File: src/rtl/cpu_mc.sv
// Multi-cycle 16-bit-encoded core with a configurable datapath and a single shared
// memory port (req/ready). Supports FETCH/EXEC/MEM sequencing, HALT and a retire pulse.
module cpu_mc #(
  parameter int                DATA_W   = 16,
  parameter int                ADDR_W   = 16,
  parameter logic [ADDR_W-1:0] RESET_PC = '0
) (
  input  logic              clk,
  input  logic              rst_n,
  output logic              mem_req,
  output logic              mem_we,
  output logic [ADDR_W-1:0] mem_addr,
  output logic [DATA_W-1:0] mem_wdata,
  input  logic [DATA_W-1:0] mem_rdata,
  input  logic              mem_ready,
  output logic [ADDR_W-1:0] pc,
  output logic              retire,
  output logic              halted
);

  localparam logic [1:0] S_FETCH = 2'd0;
  localparam logic [1:0] S_EXEC  = 2'd1;
  localparam logic [1:0] S_MEM   = 2'd2;
  localparam logic [1:0] S_HALT  = 2'd3;

  localparam logic [3:0] OP_ADD  = 4'h0;
  localparam logic [3:0] OP_SUB  = 4'h1;
  localparam logic [3:0] OP_AND  = 4'h2;
  localparam logic [3:0] OP_OR   = 4'h3;
  localparam logic [3:0] OP_LW   = 4'h4;
  localparam logic [3:0] OP_SW   = 4'h5;
  localparam logic [3:0] OP_BEQZ = 4'h6;
  localparam logic [3:0] OP_JMP  = 4'h7;
  localparam logic [3:0] OP_HALT = 4'h8;

  logic [1:0]        state;
  logic              run;
  logic [15:0]       ir;
  logic              z;
  logic [DATA_W-1:0] regs [16];

  logic [3:0]        op;
  logic [3:0]        rs;
  logic [3:0]        rt;
  logic [3:0]        rd;
  logic [ADDR_W-1:0] tgt;
  logic [ADDR_W-1:0] pc_inc;
  logic [ADDR_W-1:0] pc_next;
  logic [DATA_W-1:0] alu_res;
  logic              is_alu;
  logic              xfer;

  assign op     = ir[15:12];
  assign rs     = ir[11:8];
  assign rt     = ir[7:4];
  assign rd     = ir[3:0];
  assign is_alu = (op <= OP_OR);
  assign pc_inc = pc + ADDR_W'(2);

  // NOTE: combinational blocks use blocking '=' and assign every output a default
  // first, so no path through the block leaves a value held and no latch is inferred.
  always_comb begin
    tgt       = '0;
    tgt[12:0] = {ir[11:0], 1'b0};
  end

  always_comb begin
    alu_res = '0;
    case (op)
      OP_ADD:  alu_res = regs[rs] + regs[rt];
      OP_SUB:  alu_res = regs[rs] - regs[rt];
      OP_AND:  alu_res = regs[rs] & regs[rt];
      OP_OR:   alu_res = regs[rs] | regs[rt];
      default: alu_res = '0;
    endcase
  end

  always_comb begin
    pc_next = pc_inc;
    case (op)
      OP_BEQZ: pc_next = z ? tgt : pc_inc;
      OP_JMP:  pc_next = tgt;
      default: pc_next = pc_inc;
    endcase
  end

  // run holds the bus idle for the first cycle after reset release; every bus output
  // is decoded from flops only, so reset drops the request asynchronously.
  assign mem_req   = run && ((state == S_FETCH) || (state == S_MEM));
  assign mem_we    = mem_req && (state == S_MEM) && (op == OP_SW);
  assign mem_addr  = !mem_req ? '0 : ((state == S_MEM) ? tgt : pc);
  assign mem_wdata = mem_we ? regs[2] : '0;
  assign halted    = (state == S_HALT);
  assign xfer      = mem_req && mem_ready;

  // NOTE: sequential state is updated with non-blocking '<=' so every flop samples
  // the pre-edge values of the others, independent of statement order.
  always_ff @(posedge clk or negedge rst_n) begin
    if (!rst_n) begin
      state  <= S_FETCH;
      run    <= 1'b0;
      pc     <= RESET_PC;
      ir     <= '0;
      z      <= 1'b0;
      retire <= 1'b0;
    end else begin
      run    <= 1'b1;
      retire <= 1'b0;
      case (state)
        S_FETCH: begin
          if (xfer) begin
            ir    <= mem_rdata[15:0];
            state <= S_EXEC;
          end
        end
        S_EXEC: begin
          if ((op == OP_LW) || (op == OP_SW)) begin
            state <= S_MEM;
          end else if (op == OP_HALT) begin
            retire <= 1'b1;
            state  <= S_HALT;
          end else begin
            if (is_alu) z <= (alu_res == '0);
            pc     <= pc_next;
            retire <= 1'b1;
            state  <= S_FETCH;
          end
        end
        S_MEM: begin
          if (xfer) begin
            pc     <= pc_inc;
            retire <= 1'b1;
            state  <= S_FETCH;
          end
        end
        default: state <= S_HALT;
      endcase
    end
  end

  // NOTE: the register file must read as zero after reset, so it is built from
  // resettable flops rather than a RAM macro that has no reset.
  always_ff @(posedge clk or negedge rst_n) begin
    if (!rst_n) begin
      for (int i = 0; i < 16; i++) regs[i] <= '0;
    end else if ((state == S_EXEC) && is_alu) begin
      regs[rd] <= alu_res;
    end else if ((state == S_MEM) && xfer && (op == OP_LW)) begin
      regs[2] <= mem_rdata;
    end
  end

endmodule

File: config.mk
export PLATFORM = sky130hd
export DESIGN_NAME = cpu_mc
export DESIGN_NICKNAME = d
export VERILOG_FILES = /design/src/rtl/cpu_mc.sv
export SDC_FILE = /design/constraint.sdc
export NUM_CORES = 1
export LEC_CHECK = 0
export ABC_CLOCK_PERIOD_IN_PS = 12900
export BUFFER_PORTS_ARGS = -buffer_cell sky130_fd_sc_hd__buf_2
export CORE_ASPECT_RATIO = 0.9
export CORE_MARGIN = 5
export CORE_UTILIZATION = 45
export DETAILED_ROUTE_END_ITERATION = 12
export PLACE_DENSITY_LB_ADDON = 0.2
export SLEW_MARGIN = 30
export SYNTH_ARGS = -nofsm -noshare
export SYNTH_HDL_FRONTEND = slang
export SYNTH_SLANG_ARGS = --single-unit
File: constraint.sdc
create_clock -name clk -period 12.9 [get_ports clk]
set_input_delay 0.645 -clock clk [delete_from_list [all_inputs] [get_ports clk]]
set_output_delay 0.645 -clock clk [all_outputs]
set_load 0.1 [all_outputs]
==> impl_metrics.json <==
{
  "status": "completed",
  "place_congestion": 0.9325,
  "startpoint_type": "flop",
  "final_max_slew_viol_count": 0,
  "core_area_um2": 36170,
  "slowest_cp_cell": "sky130_fd_sc_hd__dfrtp_4",
  "synth.cell_area_um2": 16510,
  "design.portCount": 71,
  "yosys-top-cells-count": "292 x sky130_fd_sc_hd__dfrtp_1, 212 x sky130_fd_sc_hd__nand2_1, 154 x sky130_fd_sc_hd__nor2_1",
  "clkLatencyLatePin_ps": 530,
  "dp_worst_setup_slack_ps": 5897,
  "initial_utilization_pct": 45.65,
  "post-synth-top-count-cell": "sky130_fd_sc_hd__dfrtp_1",
  "max_clock_freq_mhz": 142.4,
  "critical_path.startpoint": "ir[4]",
  "synth_top_area_share_pct": 44.25,
  "drt-total-wl_mm": 50.50,
  "synthCells": 1558,
  "postCtsResizedCells": 0,
  "diodes": 0,
  "crit_arrival_ps": 7450,
  "cts_made_buffers": 34,
  "timing.critical_path.fanout_max": 34,
  "globalRouteOverflowTotal": 0,
  "worst_pin_slew_ps": 1052,
  "cpLargestDelayFamily": "compound AO/OA/AOI/OAI gates",
  "synth_cell_type_count": 63,
  "detailedRoute.firstPassIterationCount": 5,
  "clock-sinks": 292,
  "antenna_found_initial": 0,
  "timing.final.ws_setup_ps": 5875,
  "grt_max_degree": 114,
  "post_route_cells_drive_above_1_share_pct": 22.72,
  "rr_startpoint": "ir[4]",
  "final.fill_count": 3306,
  "final_setup_viols": 0,
  "layout-area-overhead-vs-synth_pct": 11.12,
  "worst_ir_drop_vdd_v": 0.0001004,
  "drc_violations": 0,
  "leakage_nw": 7.941,
  "ys_seq_area_share_pct": 44.25,
  "synthesis.yosys.warnings": 0,
  "route.detailed.vias_per_inst": 6.158,
  "cap_violations": 0,
  "cts_post_setup_buffers_inserted": 0,
  "die_area_um2": 40630,
  "timing.hold.worst.class": "input port to asynchronous set/reset pin",
  "grt_setup_unrepaired": "false",
  "path_clk_slew_ps": 60,
  "nets": 1618,
  "number_of_placement_rows": 66,
  "clock_tree.buffer_depth": 3,
  "cts.htree.levels": 2,
  "timing.setup.critical_path_class": "flop to flop",
  "detailroute.via_count": 12741,
  "layout.area.seq_um2": 7317,
  "final_core_util_pct": 50.73,
  "post_synth.cell_area_avg_um2": 10.60,
  "die_h_um": 191.7,
  "number_of_port_buffers": 68,
  "final.period_utilization_pct": 54.45,
  "area_of_combinational_cells_with_multiple_inputs_um2": 8597,
  "final-hold-violation-count": 0,
  "cp_data_required_time_ps": 13330,
  "slowest_delay_ps": 880,
  "cts_hold_buf": 0,
  "globalRouteTotalUtil_pct": 25.35,
  "path_common_cell": "sky130_fd_sc_hd__nor4_1",
  "totalNegativeSetupSlack_ps": 0,
  "power-per-cell-area_nw_per_um2": 102.8,
  "routed_wire_length_per_instance_um": 24.41,
  "synth-seq-cells": 292,
  "worstPathCellList": "buf_4 > mux4_2 > a22o_1 > a221o_1 > nor4_1 > inv_1 > nor4_1 > a21oi_1 > xnor2_1 > ha_1 > and3_1 > a21boi_0 > a211oi_1 > a21oi_2 > nand4_1 > or4_1 > o31ai_2",
  "drt_iter0_drc": 1179,
  "crit_path_capture_type": "flop",
  "slew_headroom_pct": 29.71,
  "clock_tree.root_cell": "sky130_fd_sc_hd__clkbuf_16",
  "global_route_wire_length_before_repair_mm": 78.27,
  "yosysTopAreaCell": "sky130_fd_sc_hd__dfrtp_1",
  "ff2ff_path_depth": 17,
  "count_of_flip_flops_with_a_built_in_enable_after_synthesis": 0,
  "worst_clock_skew_ps": 22.38,
  "detailed_place_hpwl_mm": 32.15,
  "die-width_um": 211.9,
  "synth.top_cells.by_area": "sky130_fd_sc_hd__dfrtp_1 44%, sky130_fd_sc_hd__mux4_2 18%, sky130_fd_sc_hd__nand2_1 4.8%",
  "grt_pass1_vias": 12645,
  "cp_num_cells": 17,
  "synth_flop_cell": "sky130_fd_sc_hd__dfrtp_1",
  "cts_tree": "built",
  "postRouteAntennaNets": 0,
  "synthArstFlopShare_pct": 100.0,
  "min_period_ps": 7025,
  "critical_path.n_buffers_inverters": 2
}
per-stage QoR:
step	cells	area, um^2	hold WS (ps)	total power [mW]
floorplan	1559	16520	349.4	0.9373
global placement	2014	17230	474.0	0.9613
detailed placement	2014	17250	485.7	0.9614
CTS	2068	18310	228.4	1.905
global route	2069	18350	32.71	1.946
finish	2069	18350	10.91	1.886
worst reg2reg max path: cells and delay by family, from the launching register on:
kind,cells,cell delay (ps)
buffers and inverters,2,920
XOR/XNOR,1,160
adder cells (fa/ha/maj),1,350
AO/OA/AOI/OAI,7,2070
AND/OR/NAND/NOR,5,1920
multiplexers,1,630
flip-flops,1,880
power breakdown:
part	switching (mW)	internal, mW	total (mW)
combinational	0.0240	0.00440	0.0284
clock	0.379	0.563	0.941
sequential	0.000242	0.916	0.917
total	0.403	1.48	1.89
cell usage in the layout, fill, tap and decap left out, types with 9 or more instances in the layout:
master / count
sky130_fd_sc_hd__a21oi_1: 140
sky130_fd_sc_hd__a22oi_1: 62
sky130_fd_sc_hd__and2_1: 19
sky130_fd_sc_hd__buf_2: 67
sky130_fd_sc_hd__buf_4: 43
sky130_fd_sc_hd__clkbuf_16: 35
sky130_fd_sc_hd__dfrtp_1: 288
sky130_fd_sc_hd__ha_1: 22
sky130_fd_sc_hd__inv_1: 15
sky130_fd_sc_hd__mux2_2: 31
sky130_fd_sc_hd__mux2i_1: 12
sky130_fd_sc_hd__mux4_2: 131
sky130_fd_sc_hd__nand2_1: 211
sky130_fd_sc_hd__nand3_1: 18
sky130_fd_sc_hd__nor2_1: 148
sky130_fd_sc_hd__nor3_1: 10
sky130_fd_sc_hd__o21ai_0: 138
sky130_fd_sc_hd__o21ai_1: 9
sky130_fd_sc_hd__o221ai_1: 15
sky130_fd_sc_hd__xnor2_1: 17
sequential cells by signal, summed over array words and instances, names as in the netlist:
name / cells
run: 1
z: 1
state: 2
pc: 15
retire: 1
ir: 16
regs: 256
logic make-up (layout without fill, tap and decap cells):
logic type	Yosys count	in the layout	share of synthesized area [%]
flops	292	292	44.25
compound gates	417	417	15.01
fa+ha+maj	37	37	2.698
simple gates	462	462	11.84
buf+inv	149	183	4.122
xor+xnor	25	25	1.326
mux	174	174	20.71
other cells	2	3	0.04548
metal layers:
layer  share of wire, %  track usage, %  vias up
met1                 43           35.36     6476
met4                3.2           7.753        0
li1                   -               -     5742
met2                 48           41.17      426
met3                5.9           4.214       97
met5                  0               0        -
final timing paths:
| check | end | slack [ps] |
|---|---|---|
| setup / recovery | z | 5880 |
| hold / removal | regs[198] | 10 |
| setup reg to reg | z | 5880 |
| hold reg to reg | regs[5] | 500 |
| max in group asynchronous | regs[187] | 11320 |
| min in group clk | ir[3] | 370 |
layout make-up:
type | count | area share [%]
Inverter | 15 | 0.3069
Multi-Input combinational cell | 1118 | 46.86
Clock buffer | 48 | 5.312
Sequential cell | 292 | 39.88
Tap cell | 476 | 3.246
Timing Repair Buffer | 114 | 3.942
Clock inverter | 6 | 0.4569
Note: power is estimated with default switching activity, not from simulation.
